[src/rtl/iir_pole_mac.sv]
// Time-multiplexed IIR pole section: one shared saturating multiply-accumulate
// evaluates sum c[k]*d[k-1] over ORDER taps, one tap per clock, with run-time coefficients.
module iir_pole_mac #(
    parameter int DW    = 12,
    parameter int CW    = 12,
    parameter int ORDER = 7,
    parameter int ADRW  = 4,
    parameter int AW    = 26
) (
    input  logic                 clk,
    input  logic                 rst,
    input  logic                 din_valid,
    input  logic signed [DW-1:0] din,
    output logic                 din_ready,
    input  logic                 coe_we,
    input  logic [ADRW-1:0]      coe_addr,
    input  logic signed [CW-1:0] coe_data,
    output logic                 coe_err,
    output logic                 dout_valid,
    output logic signed [AW-1:0] dout,
    output logic                 ovf
);

    typedef enum logic [1:0] {
        IDLE = 2'd0,
        MAC  = 2'd1,
        DONE = 2'd2
    } state_t;

    state_t                state_r;
    logic [ADRW-1:0]       idx_r;
    logic signed [DW-1:0]  dly_r  [ORDER];
    logic signed [CW-1:0]  coef_r [ORDER];   // coef_r[k-1] holds c[k]
    logic signed [AW-1:0]  acc_r;
    logic signed [AW-1:0]  dout_r;
    logic                  din_ready_r;
    logic                  dout_valid_r;
    logic                  coe_err_r;
    logic                  ovf_r;

    logic signed [DW-1:0]     tap_d_s;
    logic signed [CW-1:0]     tap_c_s;
    logic signed [DW+CW-1:0]  prod_s;
    logic signed [AW-1:0]     prod_ext_s;
    logic signed [AW-1:0]     acc_nxt_s;
    logic                     acc_hit_s;
    logic                     addr_ok_s;

    // Saturating signed add: clamp to the AW-bit two's complement range.
    function automatic logic signed [AW-1:0] sat_add(input logic signed [AW-1:0] a,
                                                     input logic signed [AW-1:0] b);
        logic [AW:0] sum;
        sum = {a[AW-1], a} + {b[AW-1], b};
        if (sum[AW] != sum[AW-1]) begin
            sat_add = sum[AW] ? {1'b1, {(AW-1){1'b0}}} : {1'b0, {(AW-1){1'b1}}};
        end else begin
            sat_add = sum[AW-1:0];
        end
    endfunction

    // Flags that the same addition left the representable range.
    function automatic logic sat_hit(input logic signed [AW-1:0] a,
                                     input logic signed [AW-1:0] b);
        logic [AW:0] sum;
        sum = {a[AW-1], a} + {b[AW-1], b};
        sat_hit = sum[AW] ^ sum[AW-1];
    endfunction

    // Tap operand select: one-hot OR mux keyed by the running tap index.
    always_comb begin
        tap_d_s = '0;
        tap_c_s = '0;
        for (int k = 0; k < ORDER; k++) begin
            tap_d_s = tap_d_s | ((idx_r == ADRW'(k)) ? dly_r[k]  : {DW{1'b0}});
            tap_c_s = tap_c_s | ((idx_r == ADRW'(k)) ? coef_r[k] : {CW{1'b0}});
        end
    end

    // Full-precision product, sign-extended, then saturating accumulation.
    always_comb begin
        prod_s     = (DW+CW)'(tap_d_s) * (DW+CW)'(tap_c_s);
        prod_ext_s = AW'(prod_s);
        acc_nxt_s  = sat_add(acc_r, prod_ext_s);
        acc_hit_s  = sat_hit(acc_r, prod_ext_s);
        addr_ok_s  = (coe_addr >= ADRW'(1)) && (coe_addr <= ADRW'(ORDER));
    end

    // Sequencer, delay line, coefficient store and registered outputs.
    always_ff @(posedge clk or negedge rst) begin
        if (!rst) begin
            state_r      <= IDLE;
            idx_r        <= '0;
            acc_r        <= '0;
            dout_r       <= '0;
            din_ready_r  <= 1'b1;
            dout_valid_r <= 1'b0;
            coe_err_r    <= 1'b0;
            ovf_r        <= 1'b0;
            for (int k = 0; k < ORDER; k++) begin
                dly_r[k]  <= '0;
                coef_r[k] <= '0;
            end
        end else begin
            dout_valid_r <= 1'b0;
            coe_err_r    <= 1'b0;

            // A write landing on the accept edge is visible to that sample's MAC pass.
            if (coe_we) begin
                if ((state_r == IDLE) && addr_ok_s) begin
                    for (int k = 0; k < ORDER; k++) begin
                        if (coe_addr == ADRW'(k + 1)) begin
                            coef_r[k] <= coe_data;
                        end
                    end
                end else begin
                    coe_err_r <= 1'b1;
                end
            end

            case (state_r)
                IDLE: begin
                    if (din_valid) begin
                        dly_r[0] <= din;
                        for (int k = 1; k < ORDER; k++) begin
                            dly_r[k] <= dly_r[k-1];
                        end
                        acc_r       <= '0;
                        idx_r       <= '0;
                        state_r     <= MAC;
                        din_ready_r <= 1'b0;
                    end
                end
                MAC: begin
                    acc_r <= acc_nxt_s;
                    if (acc_hit_s) begin
                        ovf_r <= 1'b1;
                    end
                    idx_r <= idx_r + ADRW'(1);
                    if (idx_r == ADRW'(ORDER - 1)) begin
                        state_r <= DONE;
                    end
                end
                DONE: begin
                    dout_r       <= acc_r;
                    dout_valid_r <= 1'b1;
                    state_r      <= IDLE;
                    din_ready_r  <= 1'b1;
                end
                default: begin
                    state_r     <= IDLE;
                    din_ready_r <= 1'b1;
                end
            endcase
        end
    end

    assign din_ready  = din_ready_r;
    assign dout_valid = dout_valid_r;
    assign dout       = dout_r;
    assign coe_err    = coe_err_r;
    assign ovf        = ovf_r;

endmodule

[config.mk]
export PLATFORM = sky130hd
export DESIGN_NAME = iir_pole_mac
export DESIGN_NICKNAME = d
export VERILOG_FILES = /design/src/rtl/iir_pole_mac.sv
export SDC_FILE = /design/constraint.sdc
export NUM_CORES = 1
export LEC_CHECK = 0
export ABC_CLOCK_PERIOD_IN_PS = 23700
export CORE_MARGIN = 2
export CORE_UTILIZATION = 40
export DETAILED_ROUTE_END_ITERATION = 8
export PLACE_DENSITY = 0.67
export SLEW_MARGIN = 20
export SYNTH_ARGS = -nofsm -noshare
export SYNTH_HDL_FRONTEND = slang
export SYNTH_SLANG_ARGS = --single-unit
[constraint.sdc]
create_clock -name clk -period 23.7 [get_ports clk]
set_input_delay 2.37 -clock clk [delete_from_list [all_inputs] [get_ports clk]]
set_output_delay 2.37 -clock clk [all_outputs]
set_load 0.03 [all_outputs]
==> flow_summary.ini <==
[critical_path]
cpMostUsedCell = fa_1
cp_cell_sequence = inv_1 -> ha_1 -> and2_1 -> buf_4 -> a22oi_1 -> nand4_1 -> nand2_1 -> fa_1 -> fa_1 -> inv_1 -> fa_1 -> fa_1 -> fa_1 -> ha_1 -> ha_1 -> a21o_1 -> a21o_1 -> a211oi_2 -> o21ba_2 -> nand2_1 -> a311oi_4 -> xor2_2 -> buf_4 -> a22oi_2
cp_slowest_cell = fa_1
start_kind = register
cp_max_fo = 17
required_ns = 24.12
path_class = register to register
arrival_ns = 9.20
critical-path-max-stage-delay_ns = 1.13
crit_path_end_kind = register

[logic_synthesis]
synth_area_leaders = dfrtp_1 (34%), fa_1 (21%), nand2_1 (8.9%)
synth_largest_area_cell = dfrtp_1
synth_cell_type_count = 60
synth-edff-count = 0
ys_ff_latch = 230
synth-main-ff-cell = dfrtp_1
async_flop_share_pct = 100
synth_top_area_share_pct = 34.4
synth-compound-area-share_pct = 9.57
mappedNetlistArea_um2 = 16700
syn_area_per_cell_um2 = 9.91
synth_nets = 1966
synth_top_family_by_area = adder cells
synthAdderAreaFrac_pct = 26.9
syn_inst = 1682
yosysWarningCount = 0
synthSimpleGateAreaFrac_pct = 15.1
synth.area.mux_share_pct = 6.07
ys_seq_area_share_pct = 34.6
synth_xor_area_share_pct = 1.04

[timing]
worstMarginPinSlew_ns = 0.935
period_needed_ns = 8.79
min_period_over_period_pct = 37.1
tns_ns = 0
fmax_mhz = 114
setup_viol = 0
finalHoldViolations = 0
report.final.slew_viol_count = 0
grt_setup_unrepaired = no
skew_ns = 0.0282
max_slew_margin_pct = 37.5

[placement]
hpwlAfterDp_um = 29800
io_buffers = 61
gp_congestion = 0.900

[route]
drc = 0
wl_um = 40000
detail_route.wl_per_cell_um = 17.7
viasPerCell = 5.24
drtAntennaViolNets = 0
num_vias = 11826
drt_iter0_drc = 1094
first_pass_iters = 6

[floorplan]
initial_core_util_pct = 40.6
die-width_um = 208
die_h_um = 208
rows = 74
io_pins = 62
core_um2 = 41000
dieArea_um2 = 43300

[clocking]
clkTransAtPathRegs_ns = 0.06
cts.sink_count = 230
cts_root_buffer = clkbuf_16
ctsResizeCount = 0
clkLatencyLatePin_ns = 0.57
cts_buffers = 26
postCtsSetupBuffers = 0
cts-htree-levels = 1
cts_tree = yes
clockBufferDepth = 3
hold_buffers = 0

[final_layout]
final_nets = 1992
num_antenna_cells = 0
fill_cells = 3825
drive_above_1_share_pct = 10.7
areaGrowthSynthToFinish_pct = 11.7

[status]
status = finished, final reports clean

[grt]
grt_overflow = 0
track_usage_pct = 19.1
grt_pass1_vias = 12504
grt_pass1_wl_um = 67000
grt_max_degree = 92
antenna_found_initial = 2

[hold_path]
hp-class = register to register

[job]
max-cap-violations = 0
-- state kept, by name, summed over array words and instances (netlist names) --
register	flops
dly_r	84
dout_valid	1
dout	26
ovf	1
din_ready	1
acc_r	26
coe_err	1
idx_r	4
state_r	2
coef_r	84
-- final cells by class --
class / count / area (um^2) / area share (%)
multi-input combinational: 1157 / 9780 / 52.6
sequential: 230 / 5760 / 30.9
tap: 532 / 666 / 3.58
timing repair buffer: 79 / 754 / 4.05
inverter: 214 / 803 / 4.32
clock buffer: 38 / 726 / 3.90
clock inverter: 8 / 124 / 0.666
-- worst max-delay path, delay by kind of cell (launching register included) --
family          cells  cell delay (ns)
xor+xnor            1             0.54
simple gates        4             1.06
buf+inv             4             0.88
compound gates      7             1.72
flops               1             0.43
fa+ha+maj           8             3.95
-- path summary, 6_finish.rpt --
check / end / slack [ns] / start / depth (start not counted)
worst max-delay path: acc_r[17] / 14.91 / idx_r[0] / 24
worst min-delay path: dly_r[0] / 0.48 / dly_r[0] / 2
worst max register to register: acc_r[17] / 14.91 / idx_r[0] / 24
worst min register to register: dly_r[0] / 0.48 / dly_r[0] / 2
max in group asynchronous: dout[24] / 20.58 / rst / 2
min in group asynchronous: dly_r[75] / 1.74 / rst / 1
-- routing by layer --
layer | routed length, um | GRT usage, % | vias to the layer above
met5 | 16 | 0 | -
met4 | 836 | 4.99 | 2
met3 | 2720 | 3.40 | 58
met2 | 18200 | 30.8 | 406
met1 | 18200 | 26.8 | 5884
li1 | - | - | 5476
-- cell usage in the layout, fill, tap and decap left out, types with 3 or more instances in the layout --
| master | count |
|---|---|
| a21boi_0 | 6 |
| a21o_1 | 15 |
| a21oi_1 | 33 |
| a222oi_1 | 24 |
| a22oi_1 | 39 |
| a22oi_2 | 19 |
| a31oi_1 | 4 |
| and2_1 | 17 |
| and3_1 | 14 |
| and4_1 | 8 |
| buf_4 | 17 |
| clkbuf_1 | 9 |
| clkbuf_16 | 26 |
| clkbuf_8 | 3 |
| clkdlybuf4s50_1 | 60 |
| clkinv_2 | 3 |
| dfrtp_1 | 229 |
| fa_1 | 176 |
| ha_1 | 76 |
| inv_1 | 214 |
| mux2_2 | 88 |
| nand2_1 | 396 |
| nand2b_1 | 5 |
| nand3_1 | 16 |
| nand3b_1 | 3 |
| nand4_1 | 11 |
| nor2_1 | 84 |
| nor2b_1 | 11 |
| nor3_1 | 3 |
| o21a_1 | 5 |
| o21ai_0 | 39 |
| or3_1 | 6 |
| xnor2_1 | 12 |
| xor2_1 | 6 |
-- synthesized netlist by cell type (all sizes together) (4+ instances only) --
library cell,number
nand2,397
dfrtp,229
inv,214
fa,176
mux2,88
nor2,85
ha,76
clkbuf,60
a22oi,58
o21ai,42
a21oi,33
a222oi,24
buf,21
and2,18
nand3,16
a21o,15
and3,14
xnor2,12
nand4,11
nor2b,11
and4,9
or3,7
xor2,7
a21boi,6
nand2b,6
o21a,5
a31oi,4
nor3,4
o211ai,4
-- stage by stage --
stage                     cell area (um^2)  hold slack [ns]  utilization [%]  std cells  setup slack [ns]
after floorplan                      16700            0.446                -       1682             16.17
after global placement               17800            0.458             43.3       2212             15.25
after detailed placement             17800            0.463             43.3       2212             14.99
after CTS                            18600            0.478             45.4       2258             14.92
after global routing                 18600            0.489             45.4       2258             14.48
final                                18600            0.475             45.4       2258             14.91
-- cells by family (layout without fill, tap and decap cells) --
kind of cell,after synthesis,after routing
simple gates,589,589
mux,90,90
fa+ha+maj,252,252
flops,230,230
xor+xnor,19,19
buf+inv,295,339
compound gates,207,207
Power is not shown: default switching activity piles up to over one toggle a cycle in this logic, so the estimate is an artifact.
